`src/rtl/tictactoe_move_gen_if.sv`:
```
// Signal bundle between the tic-tac-toe game core side and the computer-move
// generator.
//   start             move request into the generator
//   pos1..pos9        board cells (00 empty, 01 player, 10 computer, 11 occupied)
//   who               game status (00 in progress, 01/10 won, 11 draw)
//   computer_position chosen cell index 0..8, from the generator
//   pc                move strobe, from the generator
//   busy              generator is searching or issuing
//   no_move           one-cycle pulse when the board had no empty cell
// The master modport is the core/controller side; the slave modport is the
// move generator.
interface tictactoe_move_gen_if;
  logic       start;
  logic [1:0] pos1, pos2, pos3, pos4, pos5, pos6, pos7, pos8, pos9;
  logic [1:0] who;
  logic [3:0] computer_position;
  logic       pc;
  logic       busy;
  logic       no_move;

  modport master (
    output start, pos1, pos2, pos3, pos4, pos5, pos6, pos7, pos8, pos9, who,
    input  computer_position, pc, busy, no_move
  );

  modport slave (
    input  start, pos1, pos2, pos3, pos4, pos5, pos6, pos7, pos8, pos9, who,
    output computer_position, pc, busy, no_move
  );
endinterface

```
`src/rtl/tictactoe_move_gen.sv`:
```
// Computer-move generator for the tic-tac-toe core. On start (game in
// progress) it snapshots the board, scans the eight lines one per cycle for a
// winning move, then for a blocking move, then takes the first empty cell in
// the order centre, corners, edges. The chosen cell is driven on
// computer_position with pc held high for HOLD_CYCLES cycles.
// Ports:
//   clock  rising-edge clock
//   reset  asynchronous active-low reset
//   bus    slave side of tictactoe_move_gen_if (start/pos*/who in,
//          computer_position/pc/busy/no_move out, all outputs registered)
module tictactoe_move_gen #(
  parameter int unsigned HOLD_CYCLES = 4
) (
  input logic                 clock,
  input logic                 reset,
  tictactoe_move_gen_if.slave bus
);

  typedef enum logic [2:0] {IDLE, WIN, BLOCK, FALLBACK, ISSUE} state_t;

  localparam logic [3:0] FB_ORDER [9] = '{4'd4, 4'd0, 4'd2, 4'd6, 4'd8,
                                          4'd1, 4'd3, 4'd5, 4'd7};

  state_t     state;
  logic [1:0] snap [9];
  logic [2:0] line;
  logic [3:0] hold;
  logic [3:0] position_r;
  logic       pc_r;
  logic       busy_r;
  logic       no_move_r;

  logic [1:0] cells [9];
  logic [3:0] la, lb, lc;
  logic [1:0] ca, cb, cc;
  logic       win_match, block_match;
  logic [3:0] empty_idx;
  logic       fb_found;
  logic [3:0] fb_idx;
  logic       hit;
  logic [3:0] hit_idx;

  function automatic logic two_and_empty(input logic [1:0] a, input logic [1:0] b,
                                         input logic [1:0] c, input logic [1:0] v);
    return (a == v && b == v && c == 2'b00) ||
           (a == v && c == v && b == 2'b00) ||
           (b == v && c == v && a == 2'b00);
  endfunction

  always_comb begin
    cells[0] = bus.pos1;
    cells[1] = bus.pos2;
    cells[2] = bus.pos3;
    cells[3] = bus.pos4;
    cells[4] = bus.pos5;
    cells[5] = bus.pos6;
    cells[6] = bus.pos7;
    cells[7] = bus.pos8;
    cells[8] = bus.pos9;
  end

  // Line table: rows, columns, then the two diagonals.
  always_comb begin
    la = 4'd0;
    lb = 4'd1;
    lc = 4'd2;
    case (line)
      3'd0: begin la = 4'd0; lb = 4'd1; lc = 4'd2; end
      3'd1: begin la = 4'd3; lb = 4'd4; lc = 4'd5; end
      3'd2: begin la = 4'd6; lb = 4'd7; lc = 4'd8; end
      3'd3: begin la = 4'd0; lb = 4'd3; lc = 4'd6; end
      3'd4: begin la = 4'd1; lb = 4'd4; lc = 4'd7; end
      3'd5: begin la = 4'd2; lb = 4'd5; lc = 4'd8; end
      3'd6: begin la = 4'd0; lb = 4'd4; lc = 4'd8; end
      default: begin la = 4'd2; lb = 4'd4; lc = 4'd6; end
    endcase
  end

  always_comb begin
    ca          = snap[la];
    cb          = snap[lb];
    cc          = snap[lc];
    win_match   = two_and_empty(ca, cb, cc, 2'b10);
    block_match = two_and_empty(ca, cb, cc, 2'b01);
    // Only meaningful on a match, where exactly one cell is empty.
    empty_idx   = (ca == 2'b00) ? la : ((cb == 2'b00) ? lb : lc);
  end

  always_comb begin
    fb_found = 1'b0;
    fb_idx   = 4'd0;
    for (int unsigned i = 0; i < 9; i++) begin
      if (!fb_found && snap[FB_ORDER[i]] == 2'b00) begin
        fb_found = 1'b1;
        fb_idx   = FB_ORDER[i];
      end
    end
  end

  // One "move found" view across the three search states so the issue
  // entry is written once in the FSM.
  always_comb begin
    hit     = 1'b0;
    hit_idx = empty_idx;
    case (state)
      WIN:      hit = win_match;
      BLOCK:    hit = block_match;
      FALLBACK: begin
        hit     = fb_found;
        hit_idx = fb_idx;
      end
      default:  hit = 1'b0;
    endcase
  end

  always_ff @(posedge clock or negedge reset) begin
    if (!reset) begin
      state      <= IDLE;
      line       <= '0;
      hold       <= '0;
      position_r <= '0;
      pc_r       <= 1'b0;
      busy_r     <= 1'b0;
      no_move_r  <= 1'b0;
      for (int unsigned i = 0; i < 9; i++) snap[i] <= '0;
    end else begin
      no_move_r <= 1'b0;
      case (state)
        IDLE: begin
          if (bus.start && bus.who == 2'b00) begin
            for (int unsigned i = 0; i < 9; i++) snap[i] <= cells[i];
            line   <= '0;
            busy_r <= 1'b1;
            state  <= WIN;
          end
        end
        WIN, BLOCK, FALLBACK: begin
          if (hit) begin
            position_r <= hit_idx;
            pc_r       <= 1'b1;
            hold       <= 4'(HOLD_CYCLES - 1);
            state      <= ISSUE;
          end else if (state == FALLBACK) begin
            no_move_r <= 1'b1;
            busy_r    <= 1'b0;
            state     <= IDLE;
          end else if (line == 3'd7) begin
            line  <= '0;
            state <= (state == WIN) ? BLOCK : FALLBACK;
          end else begin
            line <= line + 3'd1;
          end
        end
        ISSUE: begin
          if (hold == 4'd0) begin
            pc_r   <= 1'b0;
            busy_r <= 1'b0;
            state  <= IDLE;
          end else begin
            hold <= hold - 4'd1;
          end
        end
        default: state <= IDLE;
      endcase
    end
  end

  assign bus.computer_position = position_r;
  assign bus.pc                = pc_r;
  assign bus.busy              = busy_r;
  assign bus.no_move           = no_move_r;

endmodule

```
`src/flat_wrapper.sv`:
```
// flat-port wrapper written by rule: the top's interface ports become plain ports
module tictactoe_move_gen_flat 
#(
  parameter int unsigned HOLD_CYCLES = 4
)
  (clock, reset, bus_start, bus_pos1, bus_pos2, bus_pos3, bus_pos4, bus_pos5, bus_pos6, bus_pos7, bus_pos8, bus_pos9, bus_who, bus_computer_position, bus_pc, bus_busy, bus_no_move);
  tictactoe_move_gen_if bus_i ();
  input logic clock;
  input logic reset;
  input wire logic [$bits(bus_i.start)-1:0] bus_start;
  input wire logic [$bits(bus_i.pos1)-1:0] bus_pos1;
  input wire logic [$bits(bus_i.pos2)-1:0] bus_pos2;
  input wire logic [$bits(bus_i.pos3)-1:0] bus_pos3;
  input wire logic [$bits(bus_i.pos4)-1:0] bus_pos4;
  input wire logic [$bits(bus_i.pos5)-1:0] bus_pos5;
  input wire logic [$bits(bus_i.pos6)-1:0] bus_pos6;
  input wire logic [$bits(bus_i.pos7)-1:0] bus_pos7;
  input wire logic [$bits(bus_i.pos8)-1:0] bus_pos8;
  input wire logic [$bits(bus_i.pos9)-1:0] bus_pos9;
  input wire logic [$bits(bus_i.who)-1:0] bus_who;
  output wire logic [$bits(bus_i.computer_position)-1:0] bus_computer_position;
  output wire logic [$bits(bus_i.pc)-1:0] bus_pc;
  output wire logic [$bits(bus_i.busy)-1:0] bus_busy;
  output wire logic [$bits(bus_i.no_move)-1:0] bus_no_move;
  assign bus_i.start = bus_start;
  assign bus_i.pos1 = bus_pos1;
  assign bus_i.pos2 = bus_pos2;
  assign bus_i.pos3 = bus_pos3;
  assign bus_i.pos4 = bus_pos4;
  assign bus_i.pos5 = bus_pos5;
  assign bus_i.pos6 = bus_pos6;
  assign bus_i.pos7 = bus_pos7;
  assign bus_i.pos8 = bus_pos8;
  assign bus_i.pos9 = bus_pos9;
  assign bus_i.who = bus_who;
  assign bus_computer_position = bus_i.computer_position;
  assign bus_pc = bus_i.pc;
  assign bus_busy = bus_i.busy;
  assign bus_no_move = bus_i.no_move;
  tictactoe_move_gen #(.HOLD_CYCLES(HOLD_CYCLES)) u_core (.clock(clock), .reset(reset), .bus(bus_i));
endmodule
```
`config.mk`:
```
export PLATFORM = sky130hd
export DESIGN_NAME = tictactoe_move_gen_flat
export DESIGN_NICKNAME = d
export VERILOG_FILES = /design/src/rtl/tictactoe_move_gen_if.sv /design/src/rtl/tictactoe_move_gen.sv /design/src/flat_wrapper.sv
export SDC_FILE = /design/constraint.sdc
export NUM_CORES = 1
export LEC_CHECK = 0
export CORE_UTILIZATION = 35
export DETAILED_ROUTE_END_ITERATION = 16
export PLACE_DENSITY_LB_ADDON = 0.2
export SLEW_MARGIN = 30
export SYNTH_ARGS = -nofsm -noshare
export SYNTH_HDL_FRONTEND = slang
export SYNTH_SLANG_ARGS = --single-unit
export TNS_END_PERCENT = 20
```
`constraint.sdc`:
```
create_clock -name clock -period 4.12 [get_ports clock]
set_input_delay 1.03 -clock clock [delete_from_list [all_inputs] [get_ports clock]]
set_output_delay 1.03 -clock clock [all_outputs]
set_load 0.1 [all_outputs]
```
==> results of run 1 <==
-- critical path, delay by kind of cell, from the launching register on --
family	cells	cell delay, ps
mux	3	1100
xor+xnor	1	150
buf+inv	1	150
fa+ha+maj	1	340
compound gates	5	1210
flops	1	630
-- cell type report --
type                            count  area [µm²]
Inverter                           10        37.5
Clock inverter                      1        5.00
Clock buffer                        6        82.6
Multi-Input combinational cell    215        1570
Fill cell                         693        3910
Tap cell                           96         120
Timing Repair Buffer               36         343
Sequential cell                    35         876
-- metrics by stage --
step                area [µm²]  utilization
floorplan                 2560            -
global placement          2950        0.424
detailed placement        2950        0.424
CTS                       3030        0.437
global route              3030        0.437
finish                    3030        0.437
-- cell usage after synthesis, drive strengths merged, types with 6 or more instances --
library cell   n
nand2         23
ha             8
mux2i          9
mux2          28
dfrtp         35
inv           10
a21oi         14
a31oi          9
nor3           6
nand2b         8
buf           10
nand3b         6
nor2          22
o21ai         11
-- cells by family (layout without fill, tap and decap cells) --
kind of cell / count (synthesis) / in the layout / share of synthesized area
AOI/OAI and AO/OA: 73 / 73 / 0.207
xor gates and xnor gates: 3 / 3 / 0.0103
adders and majority gates: 8 / 8 / 0.0391
buffers and inverters: 24 / 53 / 0.0440
DFF: 35 / 35 / 0.342
muxes: 37 / 37 / 0.161
and+or+nand+nor: 94 / 94 / 0.195
-- per-layer routing --
| layer | global-route usage | vias up | share of wire |
|---|---|---|---|
| met4 | 0.0492 | 0 | 0.019 |
| met2 | 0.279 | 78 | 0.45 |
| met5 | 0 | - | 0 |
| met1 | 0.253 | 1075 | 0.46 |
| met3 | 0.0379 | 10 | 0.066 |
| li1 | - | 1069 | - |
-- sequential cells by signal, summed over array words and instances (netlist names) --
| name | flops |
|---|---|
| u_core.snap | 18 |
| u_core.bus.pc | 1 |
| u_core.state | 3 |
| u_core.bus.busy | 1 |
| u_core.hold | 4 |
| u_core.bus.computer_position | 4 |
| u_core.line | 3 |
| u_core.bus.no_move | 1 |
-- how the worst max path moves through the flow --
stage,start,to,depth (start not counted)
floorplan,u_core.line[0]$_DFFE_PN0P_,u_core.line[2]$_DFFE_PN0P_,13
global placement,u_core.line[1]$_DFFE_PN0P_,u_core.bus.computer_position[2]$_DFFE_PN0P_,11
detailed placement,u_core.line[1]$_DFFE_PN0P_,u_core.bus.computer_position[3]$_DFFE_PN0P_,11
CTS,u_core.line[1]$_DFFE_PN0P_,u_core.bus.computer_position[3]$_DFFE_PN0P_,11
global route,u_core.line[1]$_DFFE_PN0P_,u_core.bus.computer_position[3]$_DFFE_PN0P_,11
finish,u_core.line[1]$_DFFE_PN0P_,u_core.bus.computer_position[2]$_DFFE_PN0P_,11
-- power by group --
group	switching (W)	total [W]	internal, W
clock	0.000124	0.000255	0.000131
combinational	0.000964	0.00169	0.000727
sequential	0.000206	0.000694	0.000489
==> results.ini, run 1 <==
[run_status]
status=completed

[sta]
fmax_mhz=270
worst_pin_slew_ps=968
finalSetupViolCount=0
layout_setup_ws_ps=413
max_slew_margin=0.353
final.setup.tns_ps=0
drv_slew=0
hold_viol=0
finalCritPeriodShare=0.900
finalWorstPathRequiredPeriod_ps=3710
hold-worst-slack_ps=477
rsz0062_at_grt=false
fin_skew_ps=5.97

[finish]
drive_above_1_share=0.182
fin_cells=399
area_growth_syn_to_layout_pct=18.6
layout.nets=334
layout_common_cells=dfrtp_1, clkdlybuf4s50_1, mux2_2
diodes=0
mostFrequentLayoutCell=dfrtp_1

[synthesis]
ys_types=63
ys_ff_latch=35
synthFlopType=dfrtp_1
async_flop_share=1.00
yosysTopAreaCell=dfrtp_1
synth_nets=305
synth_top_area_share=0.342
synthTopCellsByArea=dfrtp_1, mux2_2, ha_1
syn-instance-count=274
yosysWarnings=0
syn_avg_cell_area_um2=9.33
synth-edff-count=0
ys_seq_area_frac=0.342
syn-cell-area_um2=2560

[placed_design]
hpwlAfterDp_um=4710
portBuffers=29
placed_cells=392
gp_congestion=0.878
pre_cts_ws_ps=451

[setup_path]
slowest_delay_ps=630
start_kind=flop
critPathMaxFanout=15
worstSetupEndpointType=flop
cp_cell_sequence=inv_1 -> ha_1 -> mux2i_1 -> mux2_1 -> a22oi_1 -> o31ai_1 -> xnor2_1 -> a211oi_1 -> o21bai_1 -> a21o_1 -> mux2_2
critPathArrivalTime_ps=3870
crit_required_ps=4290
rrSetupSlack_ps=410
cpMaxStageDelayCell=dfrtp_1
path_class=flop to flop
r2r-end=u_core.bus.computer_position[2]$_DFFE_PN0P_
rr_startpoint=u_core.line[1]$_DFFE_PN0P_
rr_worst_depth=11

[clock_network]
cts_resized=0
cts_max_level=2
clk_pin_slew_ps=70
cts_made_buffers=5
worstSkewPairLatency_ps=280
cts_sinks=35
cts_setup_buffers=0
cts_tree=built
cts_buffer_depth=2
cts_root_buf=clkbuf_8
cts_hold_buf=0

[routing]
routed-via-count=2232
wirelength_um=6290
firstDrtPassIters=4
drt.antenna.violating_nets=0
viasPerCell=5.59
routedWlPerCell_um=15.8
remaining_drc_errors=0
drt_iter0_markers=132

[die]
die_area_um2=7650
initial_core_util=0.368
fp-row-count=30
die_y_um=87.5
core_area_um2=6940
fp.dieW_um=87.5
io_pins=30

[min_path]
min_to=u_core.bus.pc$_DFFE_PN0P_
hold_depth=1
hp-start=u_core.bus.pc$_DFFE_PN0P_
min_path_type=flop to flop

[run]
maxCapViolations=0

[pwr]
vdd_drop_max_mv=0.381
cellPowerDensity_nw_per_um2=871
total_power_w=0.00264
p_leak_nw=1.27

[global_routing]
grt_pass1_vias=2085
grt_util_all_layers=0.180
antenna_found_initial=0
grt-ovfl-total=0
grt_pass1_wl_um=10600
grt_start_max_net_pins=36

No activity file was read; power rests on OpenSTA's default activity.
==> run 2, diff against run 1 <==
GPL_TIMING_DRIVEN = 0   (was unset)
==> run 2 against run 1 <==
Die area stayed put. Utilization rose by 1.1 points. Flip-flop and latch count is the same. Highest routed layer unchanged. Clock power grew 26%. Register-to-register slack lost 190 ps.
==> results.ini, run 2 (synthesis gave the netlist of run 1 again) <==
[clock_network]
cts_sinks=35
cts_buffer_depth=2
cts_root_buf=clkbuf_8
cts_made_buffers=5
cts_max_level=2
cts_tree=built
cts_setup_buffers=0
clk_pin_slew_ps=70
cts_resized=0
worstSkewPairLatency_ps=280
cts_hold_buf=0

[routing]
drt_iter0_markers=138
wl_met1_um=3060
remaining_drc_errors=0
wl_met2_um=3020
met3WireLength_um=303
top_layer=met4
wirelength_um=6440
routed-via-count=2232
routedWlPerCell_um=15.8
firstDrtPassIters=4
viasPerCell=5.47
drt.antenna.violating_nets=0

[placed_design]
portBuffers=29
gp_congestion=0.906
pre_cts_ws_ps=230
hpwlAfterDp_um=4930

[pwr]
vdd_drop_max_mv=0.291
total_power_w=0.00273
cellPowerDensity_nw_per_um2=877
p_leak_nw=1.32

[finish]
layout_common_cells=dfrtp_1, clkdlybuf4s50_1, mux2_2
largest_register_ffs=18
layout.nets=342
diodes=0
area_growth_syn_to_layout_pct=21.7
drive_above_1_share=0.196
regMostFlops=u_core.snap
mostFrequentLayoutCell=dfrtp_1

[sta]
drv_slew=0
rsz0062_at_grt=false
fin_skew_ps=2.11
final.setup.tns_ps=0
finalSetupViolCount=0
max_slew_margin=0.356
hold_viol=0
layout_setup_ws_ps=222
worst_pin_slew_ps=962
fmax_mhz=257
finalCritPeriodShare=0.946
finalWorstPathRequiredPeriod_ps=3900

[setup_path]
cpMaxStageDelayCell=a2111o_1
setup.worst_path.start=u_core.line[0]$_DFFE_PN0P_
critPathBufInv=3
critPathArrivalTime_ps=4070
rr_startpoint=u_core.line[0]$_DFFE_PN0P_
crit_required_ps=4290
slowest_delay_ps=500
critPathMaxFanout=10
path_class=flop to flop
start_kind=flop
cpLargestDelayFamily=compound AO/OA/AOI/OAI gates
cp_cell_sequence=buf_2 -> inv_1 -> ha_1 -> buf_2 -> mux2i_2 -> mux2_1 -> a22oi_1 -> o31ai_1 -> a21boi_0 -> a211oi_1 -> o21bai_1 -> a2111o_1 -> mux2_4
critical_path.most_common_cell=buf_2
rrSetupSlack_ps=220
worstSetupEndpointType=flop

[min_path]
hp-start=u_core.bus.pc$_DFFE_PN0P_
min_path_type=flop to flop

[global_routing]
grt-ovfl-total=0
antenna_found_initial=0
grt_start_max_net_pins=20
grt_pass1_wl_um=10600
grt_pass1_vias=2101
grt_util_all_layers=0.180

[run]
maxCapViolations=0

[die]
initial_core_util=0.368
fp.dieW_um=87.5
io_pins=30
core_area_um2=6940
fp-row-count=30
die_area_um2=7650
die_y_um=87.5

[run_status]
status=completed

==> run 2: report_power, final <==
group / internal, W / switching, W / leakage [nW]
clock: 0.000196 / 0.000125 / 0.0612
sequential: 0.000489 / 0.000189 / 0.430
combinational: 0.000737 / 0.000993 / 0.828
==> run 2: cell type report <==
type	count	area, µm²
Fill cell	681	3830
Multi-Input combinational cell	215	1570
Sequential cell	35	876
Timing Repair Buffer	30	313
Tap cell	96	120
Clock buffer	6	82.6
Buffer	14	75.1
Inverter	10	37.5
Clock inverter	2	35.0
==> run 2: layer usage <==
metal	global-route usage	vias up
met5	0	-
met4	0.0343	0
met3	0.0341	8
met2	0.302	55
met1	0.244	1086
li1	-	1083
==> run 2: final timing paths <==
| check | end | cells past startpoint |
|---|---|---|
| min | u_core.bus.pc$_DFFE_PN0P_ | 1 |
| max | u_core.line[2]$_DFFE_PN0P_ | 13 |
| min in group asynchronous | u_core.line[1]$_DFFE_PN0P_ | 1 |
| min reg2reg | u_core.bus.pc$_DFFE_PN0P_ | 1 |
| max reg2reg | u_core.line[2]$_DFFE_PN0P_ | 13 |
| max in group asynchronous | u_core.bus.computer_position[3]$_DFFE_PN0P_ | 2 |
==> run 2: per-stage QoR <==
| stage | hold WS (ps) | area [µm²] | instances | util |
|---|---|---|---|---|
| after floorplan | 495 | 2560 | 274 | - |
| after global routing | 523 | 3110 | 408 | 0.448 |
| final | 482 | 3110 | 408 | 0.448 |
| after global placement | 460 | 2970 | 399 | 0.427 |
| after detailed placement | 470 | 2990 | 400 | 0.431 |
| after CTS | 488 | 3110 | 408 | 0.448 |
==> run 3, diff against run 2 <==
CAP_MARGIN = 20   (was unset)
==> results of run 3 <==
No change in the layout: final DEF, timing and power equal those of run 2.
